## src/rtl/ceas_timp_counter.sv

```systemverilog
// ceas_timp_counter
//   24-hour time-of-day counter (HH:MM:SS). A prescaler divides the system
//   clock down to a one-second edge; seconds, minutes and hours all carry in
//   that same edge. A new HH:MM can be loaded with a range check, and the
//   count can be paused.
//
// Ports
//   clock           in   system clock, all state updates on rising edge
//   reset           in   synchronous reset, active-low
//   enable          in   1 = time advances, 0 = prescaler and time hold
//   load            in   strobe: load ore_setare:minute_setare (secunde=0)
//   minute_setare   in   minute to load, legal 0..59
//   ore_setare      in   hour to load, legal 0..23
//   secunde_counter out  current second 0..59
//   minute_counter  out  current minute 0..59
//   ore_counter     out  current hour 0..23
//   sec_tick        out  pulse in the cycle the new second is visible
//   minute_tick     out  pulse in the cycle the new minute is visible
//   day_tick        out  pulse in the cycle 00:00:00 becomes visible
//   load_err        out  pulse when a load request is out of range
module ceas_timp_counter #(
  parameter int unsigned TICKS_PER_SEC = 50_000_000,
  parameter int unsigned PRESC_W       = 26
) (
  input  logic       clock,
  input  logic       reset,
  input  logic       enable,
  input  logic       load,
  input  logic [5:0] minute_setare,
  input  logic [4:0] ore_setare,
  output logic [5:0] secunde_counter,
  output logic [5:0] minute_counter,
  output logic [4:0] ore_counter,
  output logic       sec_tick,
  output logic       minute_tick,
  output logic       day_tick,
  output logic       load_err
);

  localparam logic [PRESC_W-1:0] PRESC_LAST = PRESC_W'(TICKS_PER_SEC - 1);

  logic [PRESC_W-1:0] presc_q, presc_d;
  logic [5:0]         sec_q, sec_d;
  logic [5:0]         min_q, min_d;
  logic [4:0]         hr_q, hr_d;
  logic               sec_tick_q, sec_tick_d;
  logic               min_tick_q, min_tick_d;
  logic               day_tick_q, day_tick_d;
  logic               load_err_q, load_err_d;
  logic               load_ok;

  assign load_ok = load && (minute_setare <= 6'd59) && (ore_setare <= 5'd23);

  always_comb begin
    presc_d    = presc_q;
    sec_d      = sec_q;
    min_d      = min_q;
    hr_d       = hr_q;
    sec_tick_d = 1'b0;
    min_tick_d = 1'b0;
    day_tick_d = 1'b0;
    load_err_d = 1'b0;

    if (load_ok) begin
      // A valid load also swallows any second edge due in this cycle.
      presc_d = '0;
      sec_d   = '0;
      min_d   = minute_setare;
      hr_d    = ore_setare;
    end else begin
      // A rejected load behaves exactly like no load, apart from the flag.
      load_err_d = load;
      if (enable) begin
        if (presc_q == PRESC_LAST) begin
          presc_d    = '0;
          sec_tick_d = 1'b1;
          if (sec_q == 6'd59) begin
            sec_d      = '0;
            min_tick_d = 1'b1;
            if (min_q == 6'd59) begin
              min_d = '0;
              if (hr_q == 5'd23) begin
                hr_d       = '0;
                day_tick_d = 1'b1;
              end else begin
                hr_d = hr_q + 5'd1;
              end
            end else begin
              min_d = min_q + 6'd1;
            end
          end else begin
            sec_d = sec_q + 6'd1;
          end
        end else begin
          presc_d = presc_q + PRESC_W'(1);
        end
      end
    end
  end

  always_ff @(posedge clock) begin
    if (!reset) begin
      presc_q    <= '0;
      sec_q      <= '0;
      min_q      <= '0;
      hr_q       <= '0;
      sec_tick_q <= 1'b0;
      min_tick_q <= 1'b0;
      day_tick_q <= 1'b0;
      load_err_q <= 1'b0;
    end else begin
      presc_q    <= presc_d;
      sec_q      <= sec_d;
      min_q      <= min_d;
      hr_q       <= hr_d;
      sec_tick_q <= sec_tick_d;
      min_tick_q <= min_tick_d;
      day_tick_q <= day_tick_d;
      load_err_q <= load_err_d;
    end
  end

  assign secunde_counter = sec_q;
  assign minute_counter  = min_q;
  assign ore_counter     = hr_q;
  assign sec_tick        = sec_tick_q;
  assign minute_tick     = min_tick_q;
  assign day_tick        = day_tick_q;
  assign load_err        = load_err_q;

endmodule
```

## config.mk

```make
export PLATFORM = sky130hd
export DESIGN_NAME = ceas_timp_counter
export DESIGN_NICKNAME = d
export VERILOG_FILES = /design/src/rtl/ceas_timp_counter.sv
export SDC_FILE = /design/constraint.sdc
export NUM_CORES = 1
export LEC_CHECK = 0
export CAP_MARGIN = 20
export CORE_MARGIN = 8
export CORE_UTILIZATION = 40
export DETAILED_ROUTE_END_ITERATION = 10
export RECOVER_POWER = 25
export SYNTH_ARGS = -nofsm -noshare
export SYNTH_HDL_FRONTEND = slang
export SYNTH_SLANG_ARGS = --single-unit
```

## constraint.sdc

```tcl
create_clock -name clock -period 4.1 [get_ports clock]
set_input_delay 0.41 -clock clock [delete_from_list [all_inputs] [get_ports clock]]
set_output_delay 0.41 -clock clock [all_outputs]
set_load 0.1 [all_outputs]
```

After elaboration in Yosys (flattened, before gate mapping):

Index checks and enable logic that the tools add are counted.

* add/sub/neg operators: 4
* $lt $le $gt $ge: 2
* equal/unequal tests: 4
* multiplexer cells: 16
* bitwise operators: 5
* reduce and logical (&&, ||, !) cells: 13

Operator list (count)
* $mux W6: 6
* $mux W5: 6
* $add A26 B1 Y26 const B: 1
* $eq A26 B26 Y1 const B: 1
* $mux W26: 1
* $add A6 B1 Y6 const B: 2
* $eq A6 B6 Y1 const B: 2
* $reduce_bool A2 Y1: 4
* $le A6 B6 Y1 const B: 1
* $reduce_or A6 Y1: 1
* $add A5 B1 Y5 const B: 1
* $eq A5 B5 Y1 const B: 1
* $le A5 B5 Y1 const B: 1
* $not A1 Y1: 5
* $reduce_and A4 Y1: 1
* $reduce_or A4 Y1: 1
* $mux W1: 3
* $reduce_and A3 Y1: 1
* $reduce_or A3 Y1: 1
* $logic_and A1 B1 Y1: 2
* $reduce_and A2 Y1: 1
* $reduce_or A2 Y1: 1

* register bits after elaboration: 47
* output and inout bits: 21
* word-level logic and storage cells: 52

Logic depth before layout (Yosys ltp):

Gate-level depths: netlist (run 1).

* depth in word-level cells: 7
* gate-level depth with buffers: 8
* gate-level depth less buffers: 6

Least setup slack after synthesis (run 1):

Ideal clock, no wire load.

* path type: register to register
* start point: register sec_q[0], in the netlist secunde_counter[0]
* end point: register hr_q[1], in the netlist ore_counter[1]
* arrival: 2.476 ns
* required time: 3.969 ns
* path slack: 1.493 ns
* stages on the path, launching flop included: 7
* period minus slack after synthesis: 2.607 ns
* cell sequence: dfxtp_1 > ha_1 > nand2_1 > or3_1 > nor4_1 > mux2i_1 > a21oi_1

* cells in the longest elaborated chain, start to end: 3

RTL lines
* start, declared: RTL line 43 `logic [5:0] sec_q, sec_d;`
* start signal, assigned: RTL line 104 `sec_q <= '0;`
* start signal, assigned: RTL line 113 `sec_q <= sec_d;`
* $eq A6 B6 Y1: RTL line 77 `if (sec_q == 6'd59) begin`
* $reduce_bool A2 Y1 (no line)
* $reduce_and A4 Y1 (no line)
* end signal, assigned: RTL line 115 `hr_q <= hr_d;`
* end, declared: RTL line 45 `logic [4:0] hr_q, hr_d;`

Every way passes these cells.
A chain may end at the register's enable or synchronous reset.

==> results.txt, run 1 <==
The final standard cell count with taps included and fillers excluded is 381. The number of synthesized flops with an enable pin came out at 0. The run finished with clean final reports. The sequential share of the synthesized area is 40.5%.

Global routing consumed, over all layers together, 13.3% of the routing resources. The number of endpoints failing setup at the final stage is 0. The area taken by multi-input logic gates is 1310 µm².

Routability-driven placement finished with a final weighted congestion of 0.747. The per-cell via count in the routed design is 5.22. TritonCTS built the clock tree. Once the clock tree was built, the resizer swapped 0 gates to a different size. In the layout the commonest cells are nor2_1, dfxtp_1, clkdlybuf4s50_1.

The number of clock buffers inserted by TritonCTS came out at 5. The initial antenna violation count came out at 0. The routed layout has 1990 vias.

Setup repair after global routing left no endpoint under its margin. The number of standard cells after synthesis came out at 275. The number of global-route vias before repair came to 1926. Entering global routing, the biggest net connects 26 pins. The area share of the largest cell type after synthesis came out at 40.5%. The floorplan has 27 rows. The total instance count after detailed placement is 373. The total power divided by cell area is 313 nW/µm². The minimum clock period after layout came out at 2.53 ns. The sum of negative setup slack is 0 ns.

The warning count from the yosys run came out at 0. After synthesis, the share of flip-flops with an asynchronous set or reset is 0%. The clock tree root buffer cell is clkbuf_8.

The worst pin sits at a relative slew slack of 33.8%. Compared with the post-synthesis result, the final layout area differs by 20.2%. The total die area came out at 8500 µm². The initial cell density of the core is 41.7%. Measured along the y axis, the die boundary spans 92.2 µm. Based on the critical path, the design can be clocked at up to 396 MHz.

The fraction of layout instances using a drive strength above 1 is 4.21%. After detailed routing, the number of remaining DRC violations is 0. The first detailed-routing pass ran for 6 iterations. The share of the core filled with cells in the final layout is 50.1%. The worst path uses 61.7% of the clock period. VDD sags by at most 0.201 mV. The primary flip-flop cell chosen by synthesis mapping is dfxtp_1. Across the run, the number of max-cap violations was 0. The synthesized area per cell came out at 8.45 µm². Summed over all nets, the half-perimeter wirelength after detailed placement is 3890 µm. The leakage power figure came out at 0.911 nW. The flip-flop and latch area came out at 941 µm². The hold-fix buffer count after cts is 0. The net count reported at finish is 327.

Counting the fill cells in the layout gives 548. The synthesized design spends more area on one cell type than any other, namely dfxtp_1. Hold is met by 0.503 ns. The final count of hold timing violations is 0.

The synthesized design contains 47 register bits. The number of unique standard cell types used by synthesis is 43. The number of max-slew violations in the final report was 0.

When the netlist entered floorplanning its net count stood at 294. The number of DRC markers after the initial detailed-route iteration came out at 109. The placeable core area came out at 5570 µm². The kind of critical path is input port to flop. Dividing the detail-routed wire length by the instance count gives 14.1 µm.

The clock reaches the later pin of the worst-skew pair after 0.30 ns. The first global-routing pass estimated 9350 µm of wire. The maximum count of clock buffers along a single path came out at 2.

The worst path required time came out at 4.25 ns. The library cell used most frequently in the layout, excluding fill and tap cells, is nor2_1. Clock-pin slew was measured on the worst setup and hold paths at 0.08 ns. The final wirelength came out at 5370 µm. The sink count of the clock tree is 47. Along the worst path, the maximum fanout reaches 25. The transition time at the pin with the least slew margin came out at 0.990 ns. The summed instance area of the synthesized netlist came out at 2320 µm². The die is 92.2 µm wide.

The worst setup path is launched from an input port. The data arrival at the endpoint of the critical path is 2.68 ns. The number of levels the H-tree was split into is 2. The setup clock skew after layout came out at 0.00928 ns. The setup fix buffers added after clock tree synthesis is 0.

The number of antenna diodes came out at 0. During I/O placement, the number of pins put on the boundary was 36. The port buffer count came out at 35.

The total congestion overflow after global routing came out at 0. In this run the worst hold path is classified as flop to flop. The residual antenna-violating net count after detailed routing is 0. STA classifies the critical path endpoint as a flop. After synthesis, the cell types taking the most area are dfxtp_1, xnor2_1, nor2_1.
-- report_power, final --
group	switching, W	internal (W)
sequential	0.0000112	0.000466
clock	0.000151	0.000120
combinational	0.0000912	0.0000368
total	0.000253	0.000622
-- state kept, by name, summed over array words and instances (netlist names) --
name,count
load_err,1
minute_tick,1
minute_counter,6
secunde_counter,6
day_tick,1
presc_q,26
sec_tick,1
ore_counter,5
-- cell type report --
type,instances,area share [%]
multi-input combinational,212,46.7
sequential,47,33.7
timing repair buffer,36,12.7
tap,72,3.22
clock buffer,7,2.73
inverter,6,0.806
clock inverter,1,0.179
-- cell usage after synthesis, types with 4 or more instances --
cell type,number
or3_1,4
nor2_1,48
nand2_1,24
clkbuf_1,8
nand4_1,11
xor2_1,7
a31oi_1,6
ha_1,4
dfxtp_1,47
xnor2_1,23
a21oi_1,5
nand3_1,16
nor3_1,11
inv_1,6
and4_1,5
o21ai_0,11
and3_1,4
-- stage by stage --
| step | area (µm²) | power, W | worst slack [ns] |
|---|---|---|---|
| CTS | 2800 | 0.000887 | 1.62 |
| global placement | 2720 | 0.000617 | 1.41 |
| floorplan | 2320 | 0.000576 | 1.49 |
| global route | 2790 | 0.000913 | 1.35 |
| finish | 2790 | 0.000876 | 1.57 |
| detailed placement | 2720 | 0.000617 | 1.31 |
-- layer usage --
metal | vias to the layer above | share of wire, % | global-route usage, % | wire length (µm)
li1 | 1036 | - | - | -
met1 | 911 | 48 | 17.3 | 2580
met2 | 39 | 46 | 21.0 | 2460
met3 | 4 | 5.1 | 3.50 | 276
met4 | 0 | 0.89 | 4.03 | 48
met5 | - | 0 | 0 | 0
-- logic make-up (layout without fill, tap and decap cells) --
family | after synthesis | count (layout) | synth area share [%]
and+or+nand+nor | 145 | 145 | 33.7
DFF | 47 | 47 | 40.5
AOI/OAI and AO/OA | 30 | 30 | 8.02
xor gates and xnor gates | 30 | 30 | 11.3
buffers and inverters | 16 | 50 | 3.07
adders and majority gates | 4 | 4 | 2.15
muxes | 3 | 3 | 1.29
-- path summary, 6_finish.rpt --
path / from / to / slack [ns] / depth (start not counted)
setup reg to reg: presc_q[0]$_SDFFE_PP0P_ / presc_q[5]$_SDFFE_PP0P_ / 1.80 / 6
hold / removal: secunde_counter[1]$_SDFFE_PP0P_ / secunde_counter[1]$_SDFFE_PP0P_ / 0.50 / 2
setup / recovery: enable / presc_q[5]$_SDFFE_PP0P_ / 1.57 / 6
hold reg to reg: secunde_counter[1]$_SDFFE_PP0P_ / secunde_counter[1]$_SDFFE_PP0P_ / 0.50 / 2
-- worst max-delay path, stage by stage --
cell	delay (ns)
dlygate4sd3_1	0.66
and3_1	0.27
and4_1	0.40
nand2_4	0.13
nand2_1	0.66
nor2_1	0.13
Power figures use the tool's default switching activity.
==> run 2: changes to the inputs <==
==> constraint.sdc (replaced) <==
create_clock -name clock -period 2.15 [get_ports clock]
set_input_delay 0.215 -clock clock [delete_from_list [all_inputs] [get_ports clock]]
set_output_delay 0.215 -clock clock [all_outputs]
set_load 0.1 [all_outputs]
==> run 2 against run 1 <==
Against the previous run:
- worst setup slack got worse by 1.4 ns
- critical path depth down 1
- clock power rose by 130%
- total power rose by 100%
- critical endpoint is now ore_counter[4]$_SDFFE_PN0P_
- highest routed layer unchanged
==> results.txt, run 2 (synthesis gave the netlist of run 1 again) <==
The peak supply drop came out at 0.478 mV. The area growth from synthesis to layout came out at 23.5%. The transition time at the pin with the least slew margin is 1.22 ns. The mean routed wirelength per cell is 13.8 µm. Measured on the finished design, the core utilization comes to 51.5%. The net count of the finished layout is 342. The final critical-path share of the clock period came out at 93.1%. The total routing resource utilization after global routing is 13.8%. Once the floorplan was initialized, standard cells occupied 41.7% of the core.

Ranked by flip-flop count, first place goes to presc_q. The worst slew margin relative to its limit is 18.8%. The placed wire-length estimate after detailed placement came out at 4090 µm. The number of antenna diodes came out at 0. The total die area came out at 8500 µm².

Based on the critical path, the design can be clocked at up to 499 MHz. The core region is 5570 µm². The end point of the most critical hold path is secunde_counter[1]$_SDFFE_PP0P_. In this run the remaining antenna-violating nets after routing total 0.

The setup check on the worst reg-to-reg path leaves a slack of 0.15 ns. The worst path required time came out at 2.39 ns. The critical path is of the flop to flop type. The tightest min-delay check is of the flop to flop type. The number of DRC markers after the initial detailed-route iteration is 106. The final wirelength is 5450 µm. Buffers inserted during clock tree synthesis total 5.

The total congestion overflow after global routing came out at 0. The setup slack after layout is 0.148 ns. In the final layout, the share of cells above drive strength 1 is 15.4%.

The detailed-routing iteration count for the pre-antenna-repair pass is 4. Counting I/O delays and the setup requirement, the final critical path takes 2.00 ns. The final count of hold timing violations came out at 0.

The largest fanout of any net on the critical path came out at 5. Timing analysis after detailed placement gives a worst setup slack of -0.0489 ns. Detailed routing inserted a total of 2061 vias. The port buffer count is 35.

The routability-driven placement congestion ratio is 0.804. No sink is reached through more buffers than the 2 on the longest clock path. The clock-pin slew reported for the worst setup and hold paths after clock tree synthesis came out at 0.09 ns. TritonCTS built the clock tree. The worst setup path is launched from a flop.

On the critical path, the stage with the largest delay is an instance of or4b_1. The die span in y came out at 92.2 µm. After clock tree synthesis, the flow added hold-fix buffers numbering 0.

The max-cap check violation count is 0. Setup repair after global routing left no endpoint under its margin. The delay of the slowest cell on the worst path is 0.51 ns. The number of max-slew violations in the final report is 0. The die is 92.2 µm wide. The total power divided by cell area is 620 nW/µm². The endpoint of the lowest-slack register-to-register path is ore_counter[4]$_SDFFE_PN0P_. The pin count of the biggest net entering global routing is 19.

The global-route wire length before repair came out at 9670 µm. Dividing the detail-routed via count by the number of cells gives 5.20. The worst setup path is captured at a flop.

The critical path contains buffers and inverters numbering 0 combined. The flip-flop and latch area is 963 µm². Leaving out fill and tap cells, the most frequent cells in the layout are nor2_1, dfxtp_1, nand2_1. The initial antenna violation count came to 0.

The sink count of the clock tree is 47. The number of stages on the worst setup path came out at 5. The worst hold path cell count came out at 2. Grouping stages by cell kind, the critical path spends the most delay in simple AND/OR/NAND/NOR gates.

Hold is met by 0.498 ns. The area taken by multi-input logic gates is 1310 µm². The number of setup buffers added after CTS is 0. The number of levels the H-tree was split into is 2. The number of global-route vias before repair is 2008. The layout filler cell count came out at 569. The signal on the critical path passes through nor4_4, and4_1, nand4_4, or4b_1, a31oi_1. The launch instance of the worst register-to-register path is presc_q[10]$_SDFFE_PP0P_. The data arrival at the endpoint of the critical path came out at 2.24 ns. The number of endpoints failing setup at the final stage is 0.

The run finished with clean final reports. The I/O pin total is 36. Counting cells, the worst reg-to-reg path comes to 5. The leakage power figure came out at 0.979 nW. The root buffer cell chosen for the clock tree is clkbuf_8. The commonest non-fill, non-tap cell in the layout is nor2_1. Clock skew on the completed layout was measured at 0.0107 ns. The startpoint of the tightest hold check path is secunde_counter[1]$_SDFFE_PP0P_. The total power is 0.00178 W.

The number of rows created at floorplan is 27. The number of DRC violations after detailed routing is 0. Summed over all failing endpoints, the final setup total negative slack is 0 ns. At the later pin of the worst-skew pair, clock insertion delay measures 0.31 ns. The flip-flop count of the largest register, all copies and words added came out at 26.
[run 2: changes by cell type in the layout (fill, tap and decap cells not counted), moves of 2 or more]
| cell | before | now |
|---|---|---|
| clkdlybuf4s50_1 | 31 | 14 |
| clkbuf_2 | 0 | 2 |
| dfxtp_1 | 47 | 37 |
| dfxtp_2 | 0 | 6 |
| clkbuf_1 | 3 | 15 |
| dfxtp_4 | 0 | 4 |
| buf_4 | 0 | 19 |
| dlygate4sd3_1 | 4 | 0 |
[run 2: metrics by stage]
step	area (µm²)	instances
floorplan	2350	275
global placement	2820	388
detailed placement	2820	388
CTS	2930	396
global route	2870	396
finish	2870	396
[run 2: what timing repair did]
item                       4_1_cts  5_1_grt
gates resized for setup          0        1
hold endpoints to repair         0        0
setup endpoints to repair        0        1
[run 2: power breakdown]
part / switching (W) / internal (W)
combinational: 0.000177 / 0.0000675
clock: 0.000297 / 0.000330
sequential: 0.0000213 / 0.000886
[run 2: worst max path at each step]
| stage | startpoint | to | slack (ns) |
|---|---|---|---|
| 3_3_place_gp | enable | ore_counter[4]$_SDFFE_PN0P_ | 0.01 |
| 4_1_cts | presc_q[0]$_SDFFE_PP0P_ | ore_counter[4]$_SDFFE_PN0P_ | 0.11 |
| 2_1_floorplan | secunde_counter[3]$_SDFFE_PP0P_ | ore_counter[1]$_SDFFE_PN0P_ | 0.04 |
| 6_report | presc_q[10]$_SDFFE_PP0P_ | ore_counter[4]$_SDFFE_PN0P_ | 0.15 |
| 3_5_place_dp | enable | ore_counter[4]$_SDFFE_PN0P_ | -0.05 |
| 5_1_grt | presc_q[0]$_SDFFE_PP0P_ | ore_counter[4]$_SDFFE_PN0P_ | 0.04 |
[run 2: per-layer routing]
metal	up-vias	global-route usage (%)	share of wire, %
li1	1064	-	-
met4	0	5.37	1.5
met1	965	17.6	52
met2	25	21.5	43
met5	-	0	0
met3	7	3.67	3.7
[run 2: layout make-up]
cell class                 count  share of cell area (%)
clock buffer                   7                    3.75
sequential                    47                    33.6
timing repair buffer          51                    12.9
inverter                       6                   0.785
clock inverter                 1                   0.174
multi-input combinational    212                    45.7
tap                           72                    3.14
[run 2: tightest hold or removal path: stages (launching register included)]
cell and delay (ns):
dfxtp_4 0.36, nand2_1 0.05, a21oi_1 0.05
